**src/rtl/trap_ctrl_pkg.sv**
```systemverilog
// Shared CSR addresses, field positions and types for the machine-mode trap sequencer.
package trap_ctrl_pkg;
    localparam int Xlen = 32;

    localparam logic [11:0] CSRmstatus = 12'h300;
    localparam logic [11:0] CSRmie     = 12'h304;
    localparam logic [11:0] CSRmip     = 12'h344;

    localparam int MstatusMie  = 3;
    localparam int MstatusMpie = 7;

    localparam int IrqMSoft  = 3;
    localparam int IrqMTimer = 7;
    localparam int IrqMExt   = 11;

    localparam logic [Xlen-1:0] MieMask = Xlen'(12'h888);

    typedef enum logic [1:0] {TrapIdle, TrapDrain, TrapIssue} trap_state_e;

    typedef enum logic [4:0] {
        ExcInstrMisalign = 5'd0,  ExcInstrFault   = 5'd1,  ExcIllegal      = 5'd2,
        ExcBreak         = 5'd3,  ExcLoadMisalign = 5'd4,  ExcLoadFault    = 5'd5,
        ExcStoreMisalign = 5'd6,  ExcStoreFault   = 5'd7,  ExcEcallU       = 5'd8,
        ExcEcallM        = 5'd11, ExcInstrPage    = 5'd12, ExcLoadPage     = 5'd13,
        ExcStorePage     = 5'd15
    } csr_mcause_e;

    // Interrupt mcause with MEI > MSI > MTI priority; caller guarantees one is active.
    function automatic logic [Xlen-1:0] irq_cause(input logic ext, input logic sw);
        logic [Xlen-1:0] c;
        c = '0;
        c[Xlen-1] = 1'b1;
        if (ext)     c[3:0] = 4'(IrqMExt);
        else if (sw) c[3:0] = 4'(IrqMSoft);
        else         c[3:0] = 4'(IrqMTimer);
        return c;
    endfunction
endpackage

```
**src/rtl/trap_ctrl_if.sv**
```systemverilog
// Commit-stage, pipeline-flush and csr-unit signals of the trap sequencer.
interface trap_ctrl_if;
    logic                          instr_valid_i;
    logic                          instr_ready_o;
    logic                          expt_valid_i;
    trap_ctrl_pkg::csr_mcause_e    expt_cause_i;
    logic                          mret_i;
    logic                          csr_we_i;
    logic [11:0]                   csr_addr_i;
    logic [trap_ctrl_pkg::Xlen-1:0] csr_wdata_i;
    logic                          csr_hit_o;
    logic [trap_ctrl_pkg::Xlen-1:0] csr_rdata_o;
    logic                          flush_o;
    logic                          flush_ack_i;
    logic                          trap_valid_o;
    logic [trap_ctrl_pkg::Xlen-1:0] trap_cause_o;
    logic                          trap_is_irq_o;

    modport slave (
        input  instr_valid_i, expt_valid_i, expt_cause_i, mret_i, csr_we_i,
               csr_addr_i, csr_wdata_i, flush_ack_i,
        output instr_ready_o, csr_hit_o, csr_rdata_o, flush_o, trap_valid_o,
               trap_cause_o, trap_is_irq_o
    );

    modport master (
        output instr_valid_i, expt_valid_i, expt_cause_i, mret_i, csr_we_i,
               csr_addr_i, csr_wdata_i, flush_ack_i,
        input  instr_ready_o, csr_hit_o, csr_rdata_o, flush_o, trap_valid_o,
               trap_cause_o, trap_is_irq_o
    );
endinterface

```
**src/rtl/trap_ctrl_irq_sync.sv**
```systemverilog
// Multi-flop synchroniser for the three asynchronous machine interrupt levels.
module irq_sync #(
    parameter int SyncStages = 2
) (
    input  logic       clk_i,
    input  logic       rst_ni,
    input  logic [2:0] d_i,
    output logic [2:0] q_o
);
    logic [SyncStages-1:0][2:0] ff_q;

    always_ff @(posedge clk_i or negedge rst_ni) begin
        if (!rst_ni) ff_q <= '0;
        else         ff_q <= {ff_q[SyncStages-2:0], d_i};
    end

    assign q_o = ff_q[SyncStages-1];
endmodule

```
**src/rtl/trap_ctrl.sv**
```systemverilog
// Machine-mode trap sequencer: owns mstatus.MIE/MPIE, mie, mip and runs the
// flush/drain handshake before issuing one trap request per event.
module trap_ctrl import trap_ctrl_pkg::*; #(
    parameter int   SyncStages = 2,
    parameter logic ResetMie   = 1'b0
) (
    input  logic        clk_i,
    input  logic        rst_ni,
    input  logic        irq_sw_i,
    input  logic        irq_timer_i,
    input  logic        irq_ext_i,
    trap_ctrl_if.slave  bus
);
    trap_state_e     state_q, state_d;
    logic [2:0]      irq_q;
    logic            mie_bit_q, mpie_q, is_irq_q;
    logic [Xlen-1:0] mie_q, mip, mstatus, act, cause_q;
    logic            irq_pend, take, ready, flush, tvalid;
    logic            unused_wdata;

    irq_sync #(.SyncStages(SyncStages)) u_sync (
        .clk_i (clk_i),
        .rst_ni(rst_ni),
        .d_i   ({irq_ext_i, irq_timer_i, irq_sw_i}),
        .q_o   (irq_q)
    );

    always_comb begin
        mip = '0;
        mip[IrqMSoft]  = irq_q[0];
        mip[IrqMTimer] = irq_q[1];
        mip[IrqMExt]   = irq_q[2];
        mstatus = '0;
        mstatus[MstatusMie]  = mie_bit_q;
        mstatus[MstatusMpie] = mpie_q;
    end

    assign act      = mip & mie_q;
    assign irq_pend = mie_bit_q & (|act);
    assign take     = (state_q == TrapIdle) && bus.instr_valid_i && (irq_pend || bus.expt_valid_i);

    always_ff @(posedge clk_i or negedge rst_ni) begin
        if (!rst_ni) state_q <= TrapIdle;
        else         state_q <= state_d;
    end

    always_comb begin
        state_d = state_q;
        ready   = 1'b0;
        flush   = 1'b0;
        tvalid  = 1'b0;
        case (state_q)
            TrapIdle: begin
                // the accepted instruction is squashed, so it must not retire
                ready = !take;
                if (take) state_d = TrapDrain;
            end
            TrapDrain: begin
                flush = 1'b1;
                if (bus.flush_ack_i) state_d = TrapIssue;
            end
            TrapIssue: begin
                tvalid  = 1'b1;
                state_d = TrapIdle;
            end
            default: state_d = TrapIdle;
        endcase
    end

    always_ff @(posedge clk_i or negedge rst_ni) begin
        if (!rst_ni) begin
            mie_bit_q <= ResetMie;
            mpie_q    <= 1'b0;
            mie_q     <= '0;
            cause_q   <= '0;
            is_irq_q  <= 1'b0;
        end else if (state_q == TrapIssue) begin
            mpie_q    <= mie_bit_q;
            mie_bit_q <= 1'b0;
        end else if (state_q == TrapIdle) begin
            if (take) begin
                cause_q  <= irq_pend ? irq_cause(act[IrqMExt], act[IrqMSoft])
                                     : Xlen'(bus.expt_cause_i);
                is_irq_q <= irq_pend;
            end else if (bus.mret_i) begin
                mie_bit_q <= mpie_q;
                mpie_q    <= 1'b1;
            end else if (bus.csr_we_i) begin
                case (bus.csr_addr_i)
                    CSRmstatus: begin
                        mie_bit_q <= bus.csr_wdata_i[MstatusMie];
                        mpie_q    <= bus.csr_wdata_i[MstatusMpie];
                    end
                    CSRmie:  mie_q <= bus.csr_wdata_i & MieMask;
                    default: ;
                endcase
            end
        end
    end

    always_comb begin
        bus.csr_hit_o   = 1'b1;
        bus.csr_rdata_o = '0;
        case (bus.csr_addr_i)
            CSRmstatus: bus.csr_rdata_o = mstatus;
            CSRmie:     bus.csr_rdata_o = mie_q;
            CSRmip:     bus.csr_rdata_o = mip;
            default:    bus.csr_hit_o   = 1'b0;
        endcase
    end

    assign unused_wdata      = ^bus.csr_wdata_i;
    assign bus.instr_ready_o = ready;
    assign bus.flush_o       = flush;
    assign bus.trap_valid_o  = tvalid;
    assign bus.trap_cause_o  = cause_q;
    assign bus.trap_is_irq_o = is_irq_q;
endmodule

```
**src/flat_wrapper.sv**
```systemverilog
// flat-port wrapper written by rule: the top's interface ports become plain ports
module trap_ctrl_flat import trap_ctrl_pkg::*;
#(
    parameter int   SyncStages = 2,
    parameter logic ResetMie   = 1'b0
)
  (clk_i, rst_ni, irq_sw_i, irq_timer_i, irq_ext_i, bus_instr_valid_i, bus_expt_valid_i, bus_expt_cause_i, bus_mret_i, bus_csr_we_i, bus_csr_addr_i, bus_csr_wdata_i, bus_flush_ack_i, bus_instr_ready_o, bus_csr_hit_o, bus_csr_rdata_o, bus_flush_o, bus_trap_valid_o, bus_trap_cause_o, bus_trap_is_irq_o);
  trap_ctrl_if bus_i ();
  input  logic clk_i;
  input  logic rst_ni;
  input  logic irq_sw_i;
  input  logic irq_timer_i;
  input  logic irq_ext_i;
  input wire logic [$bits(bus_i.instr_valid_i)-1:0] bus_instr_valid_i;
  input wire logic [$bits(bus_i.expt_valid_i)-1:0] bus_expt_valid_i;
  input wire logic [$bits(bus_i.expt_cause_i)-1:0] bus_expt_cause_i;
  input wire logic [$bits(bus_i.mret_i)-1:0] bus_mret_i;
  input wire logic [$bits(bus_i.csr_we_i)-1:0] bus_csr_we_i;
  input wire logic [$bits(bus_i.csr_addr_i)-1:0] bus_csr_addr_i;
  input wire logic [$bits(bus_i.csr_wdata_i)-1:0] bus_csr_wdata_i;
  input wire logic [$bits(bus_i.flush_ack_i)-1:0] bus_flush_ack_i;
  output wire logic [$bits(bus_i.instr_ready_o)-1:0] bus_instr_ready_o;
  output wire logic [$bits(bus_i.csr_hit_o)-1:0] bus_csr_hit_o;
  output wire logic [$bits(bus_i.csr_rdata_o)-1:0] bus_csr_rdata_o;
  output wire logic [$bits(bus_i.flush_o)-1:0] bus_flush_o;
  output wire logic [$bits(bus_i.trap_valid_o)-1:0] bus_trap_valid_o;
  output wire logic [$bits(bus_i.trap_cause_o)-1:0] bus_trap_cause_o;
  output wire logic [$bits(bus_i.trap_is_irq_o)-1:0] bus_trap_is_irq_o;
  assign bus_i.instr_valid_i = bus_instr_valid_i;
  assign bus_i.expt_valid_i = bus_expt_valid_i;
  assign bus_i.expt_cause_i = bus_expt_cause_i;
  assign bus_i.mret_i = bus_mret_i;
  assign bus_i.csr_we_i = bus_csr_we_i;
  assign bus_i.csr_addr_i = bus_csr_addr_i;
  assign bus_i.csr_wdata_i = bus_csr_wdata_i;
  assign bus_i.flush_ack_i = bus_flush_ack_i;
  assign bus_instr_ready_o = bus_i.instr_ready_o;
  assign bus_csr_hit_o = bus_i.csr_hit_o;
  assign bus_csr_rdata_o = bus_i.csr_rdata_o;
  assign bus_flush_o = bus_i.flush_o;
  assign bus_trap_valid_o = bus_i.trap_valid_o;
  assign bus_trap_cause_o = bus_i.trap_cause_o;
  assign bus_trap_is_irq_o = bus_i.trap_is_irq_o;
  trap_ctrl #(.SyncStages(SyncStages), .ResetMie(ResetMie)) u_core (.clk_i(clk_i), .rst_ni(rst_ni), .irq_sw_i(irq_sw_i), .irq_timer_i(irq_timer_i), .irq_ext_i(irq_ext_i), .bus(bus_i));
endmodule
```
**config.mk**
```make
export PLATFORM = sky130hd
export DESIGN_NAME = trap_ctrl_flat
export DESIGN_NICKNAME = d
export VERILOG_FILES = /design/src/rtl/trap_ctrl_pkg.sv /design/src/rtl/trap_ctrl_if.sv /design/src/rtl/trap_ctrl_irq_sync.sv /design/src/rtl/trap_ctrl.sv /design/src/flat_wrapper.sv
export SDC_FILE = /design/constraint.sdc
export NUM_CORES = 1
export LEC_CHECK = 0
export ABC_AREA = 1
export CAP_MARGIN = 20
export CELL_PAD_IN_SITES_DETAIL_PLACEMENT = 0
export CELL_PAD_IN_SITES_GLOBAL_PLACEMENT = 2
export CORE_ASPECT_RATIO = 0.8
export CORE_MARGIN = 2
export CORE_UTILIZATION = 16
export CTS_BUF_LIST = sky130_fd_sc_hd__clkbuf_8
export DETAILED_ROUTE_END_ITERATION = 16
export PLACE_DENSITY_LB_ADDON = 0.1
export SYNTH_ARGS = -nofsm -noshare
export SYNTH_HDL_FRONTEND = slang
export SYNTH_SLANG_ARGS = --single-unit
```
**constraint.sdc**
```tcl
create_clock -name clk_i -period 3.3 [get_ports clk_i]
set_input_delay 0.99 -clock clk_i [delete_from_list [all_inputs] [get_ports clk_i]]
set_output_delay 0.99 -clock clk_i [all_outputs]
set_load 0.1 [all_outputs]
```
==> flow_metrics.tcl <==
set metrics [dict create \
    status "complete, no violations" \
    critical_path.reg2reg.endpoint "u_core.mie_q[3]$_DFFE_PN0P_" \
    final-setup-viol-count 0 \
    die_area_um2 9658 \
    cts_tree "yes" \
    post_synth.cell_area_avg_um2 7.985 \
    finalMaxSlewViolations 0 \
    root_buffer "sky130_fd_sc_hd__clkbuf_8" \
    synth_top_cell_area_share 0.3345 \
    grt_max_degree 20 \
    coreArea_um2 8558 \
    worstPathArrival_ps 2270 \
    chipWidth_um 109.4 \
    numClockSinks 19 \
    power.switching_mw 0.6080 \
    drt_drc_violations_left 0 \
    ys_top_cells_by_count "sky130_fd_sc_hd__buf_4, sky130_fd_sc_hd__nand2_1, sky130_fd_sc_hd__dfrtp_1" \
    clk_pin_slew_ps 80 \
    die_height_um 88.30 \
    worstSetupEndpoint "bus_csr_rdata_o[3]" \
    hold_ws_ps 359.9 \
    htree_levels 1 \
    synth_sequential_area_ratio 0.3345 \
    rsz0062_at_grt "false" \
    ant_nets 0 \
    max-cap-violations 0 \
    post-route-util 0.2395 \
    route.detailed.wl_per_inst_um 9.759 \
    crit_family "buffers and inverters" \
    postSynthCellCount 178 \
    globalRouteTotalUtil 0.06913 \
    syn_to_final_growth_pct 44.19 \
    worst_setup_path_end_kind "output port" \
    first_iter_violations 22 \
    clock_insertion_delay_worst_skew_ps 260 \
    drt-total-wl_um 3396 \
    final_critical_path_setup_slack_ps 44.18 \
    cellPowerDensity_nw_per_um2 511.4 \
    critical-path-max-stage-delay_ps 510 \
    warning_count_from_the_yosys_run 0 \
    number_of_flops_mapped_to_enable_cells_by_yosys 0 \
    static-leakage-power_nw 1.053 \
    finalHoldViolCount 0 \
    post-place-ws_ps -53.18 \
    drive_above_1_share 0.2585 \
    place_area_um2 1902 \
    finalWorstPathRequiredPeriod_ps 3256 \
    number_of_inserted_filler_cells_in_the_final_layout 954 \
    path_class "in -> out" \
    finalInstanceArea_um2 2049 \
    r2r_setup_slack_ps 1930 \
    required_ps 2310 \
    layout.nets 296 \
    power.switching_fraction 0.5802 \
    wire_length_of_the_first_global_routing_pass_um 5112 \
    pwr-share-comb 0.568 \
    drtPass1Iterations 3 \
    worstPathCellList "clkdlybuf4s50_1 > nand2_2 > nor2_4 > buf_6 > nand4_1 > nand3_2 > buf_12" \
    hold_class "reg -> reg" \
    detail_routed_via_count_per_cell 3.170 \
    hpwlAfterDp_um 2759 \
    period_share 0.9866 \
    netlist-cell-type-count 21 \
    timing.critical_path.depth 7 \
    post-layout-total-power_mw 1.048 \
    first_global_vias 1034 \
    clock_power_share 0.155 \
    via_count 1103 \
    antenna_found_initial 0 \
    clockBufferDepth 2 \
    insertedDiodeCount 0 \
    overflow 0 \
    critPathSlowestCell "sky130_fd_sc_hd__clkdlybuf4s50_1" \
    maximum_fanout_encountered_on_the_critical_timing_path 5 \
    syn_area_um2 1421 \
    multiInputGateArea_um2 763.2 \
    rows 30 \
    synth_area_leader_cell "sky130_fd_sc_hd__dfrtp_1" \
    reg2regPathDepth 7 \
    path_buf_inv 3 \
    max_rail_drop_vdd_uv 185.2 \
    synth_most_common_cell "sky130_fd_sc_hd__buf_4" \
    min_delay_path_depth 0 \
    gp_routability_congestion 0.6912 \
    worstReg2RegStart "u_core.mie_q[11]$_DFFE_PN0P_" \
    share_seq_of_total_power 0.277 \
    critPathLaunch "bus_csr_addr_i[2]" \
    asyncSetResetFlopFracSynth 1.000 \
    cp-start-kind "input pin" \
    finalClockSkew_ps 5.908 \
    cts_buffers 3 \
    synth.ff_latch_count 19 \
    synthFlopType "sky130_fd_sc_hd__dfrtp_1" \
    initial_core_util 0.1661 \
    port_buf_inserts 43 \
    power_report.internal_total_mw 0.4400 \
    fmax_mhz 307.1 \
    seqCellArea_um2 475.5 \
    synth_area_leaders "sky130_fd_sc_hd__dfrtp_1, sky130_fd_sc_hd__buf_4, sky130_fd_sc_hd__nand2_1" \
    ios 128 \
]
[per-layer routing]
layer | GRT usage | part of all wire | routed length, um
met2 | 0.1111 | 0.45 | 1519
met5 | 0 | 0 | 0
met3 | 0.02577 | 0.082 | 278
met4 | 0 | 0 | 0
met1 | 0.09479 | 0.47 | 1598
[worst min-delay path by stage]
| stage | to | start |
|---|---|---|
| CTS | u_core.u_sync.q_o[1]$_DFF_PN0_ | u_core.u_sync.ff_q[1]$_DFF_PN0_ |
| finish | u_core.u_sync.q_o[1]$_DFF_PN0_ | u_core.u_sync.ff_q[1]$_DFF_PN0_ |
| floorplan | u_core.u_sync.q_o[0]$_DFF_PN0_ | u_core.u_sync.ff_q[0]$_DFF_PN0_ |
| global placement | u_core.u_sync.q_o[1]$_DFF_PN0_ | u_core.u_sync.ff_q[1]$_DFF_PN0_ |
| global route | u_core.u_sync.q_o[1]$_DFF_PN0_ | u_core.u_sync.ff_q[1]$_DFF_PN0_ |
| detailed placement | u_core.u_sync.q_o[2]$_DFF_PN0_ | u_core.u_sync.ff_q[2]$_DFF_PN0_ |
[layout by cell type (no fill, tap or decap), types with 2 or more instances in the layout]
| cell type | n |
|---|---|
| sky130_fd_sc_hd__dlygate4sd2_1 | 4 |
| sky130_fd_sc_hd__clkbuf_8 | 3 |
| sky130_fd_sc_hd__nor2_1 | 13 |
| sky130_fd_sc_hd__nand2_1 | 24 |
| sky130_fd_sc_hd__nand3_1 | 4 |
| sky130_fd_sc_hd__nor2_2 | 6 |
| sky130_fd_sc_hd__nand4_1 | 2 |
| sky130_fd_sc_hd__buf_6 | 2 |
| sky130_fd_sc_hd__nand3_4 | 2 |
| sky130_fd_sc_hd__nand2_2 | 3 |
| sky130_fd_sc_hd__dlymetal6s2s_1 | 6 |
| sky130_fd_sc_hd__dfrtp_1 | 19 |
| sky130_fd_sc_hd__nor2_4 | 5 |
| sky130_fd_sc_hd__a21oi_1 | 7 |
| sky130_fd_sc_hd__buf_4 | 20 |
| sky130_fd_sc_hd__buf_12 | 5 |
| sky130_fd_sc_hd__clkdlybuf4s50_1 | 19 |
| sky130_fd_sc_hd__inv_1 | 15 |
| sky130_fd_sc_hd__o21ai_1 | 3 |
| sky130_fd_sc_hd__nand3_2 | 11 |
| sky130_fd_sc_hd__nand2_4 | 2 |
| sky130_fd_sc_hd__conb_1 | 55 |
[cells by family (layout without fill, tap and decap cells)]
logic type,after synthesis,in the layout,synth area share
buffers and inverters,70,74,0.3327
AOI/OAI and AO/OA,15,15,0.05810
and+or+nand+nor,73,73,0.2720
DFF,19,19,0.3345
other,1,55,0.002638
[stage by stage]
step	TNS, ps	cells
2_1_floorplan	-94.54	232
3_3_place_gp	-139.8	342
3_5_place_dp	-124.8	342
4_1_cts	0	347
5_1_grt	0	348
6_report	0	348
[registers in the layout, indices dropped and copies added (netlist names)]
signal	flops
u_core.bus.trap_cause_o	6
u_core.mie_q	3
u_core.state_q	2
u_core.u_sync.q_o	3
u_core.u_sync.ff_q	3
u_core.mie_bit_q	1
u_core.mpie_q	1
[cell type report]
cell class	instances	share of cell area
clock buffer	3	0.02015
clock inverter	1	0.001831
inverter	14	0.02564
multi-input combinational	143	0.3724
sequential	19	0.2320
tap	112	0.06838
timing repair buffer	56	0.2796
[power groups by stage]
stage,sequential (mW),combinational (mW),clock (mW)
3_5_place_dp,0.295,0.597,0
4_1_cts,0.292,0.598,0.174
6_report,0.290,0.596,0.162
2_1_floorplan,0.399,0.426,0
5_1_grt,0.296,0.621,0.179
3_3_place_gp,0.295,0.599,0
[timing repair]
item                                    4_1_cts  5_1_grt
endpoints found under the setup margin        3        3
gates resized for setup                      17       12
hold buffers                                  0        0
setup buffers                                 1        1
pin swaps                                     4       14
Note: power is estimated with default switching activity, not from simulation.
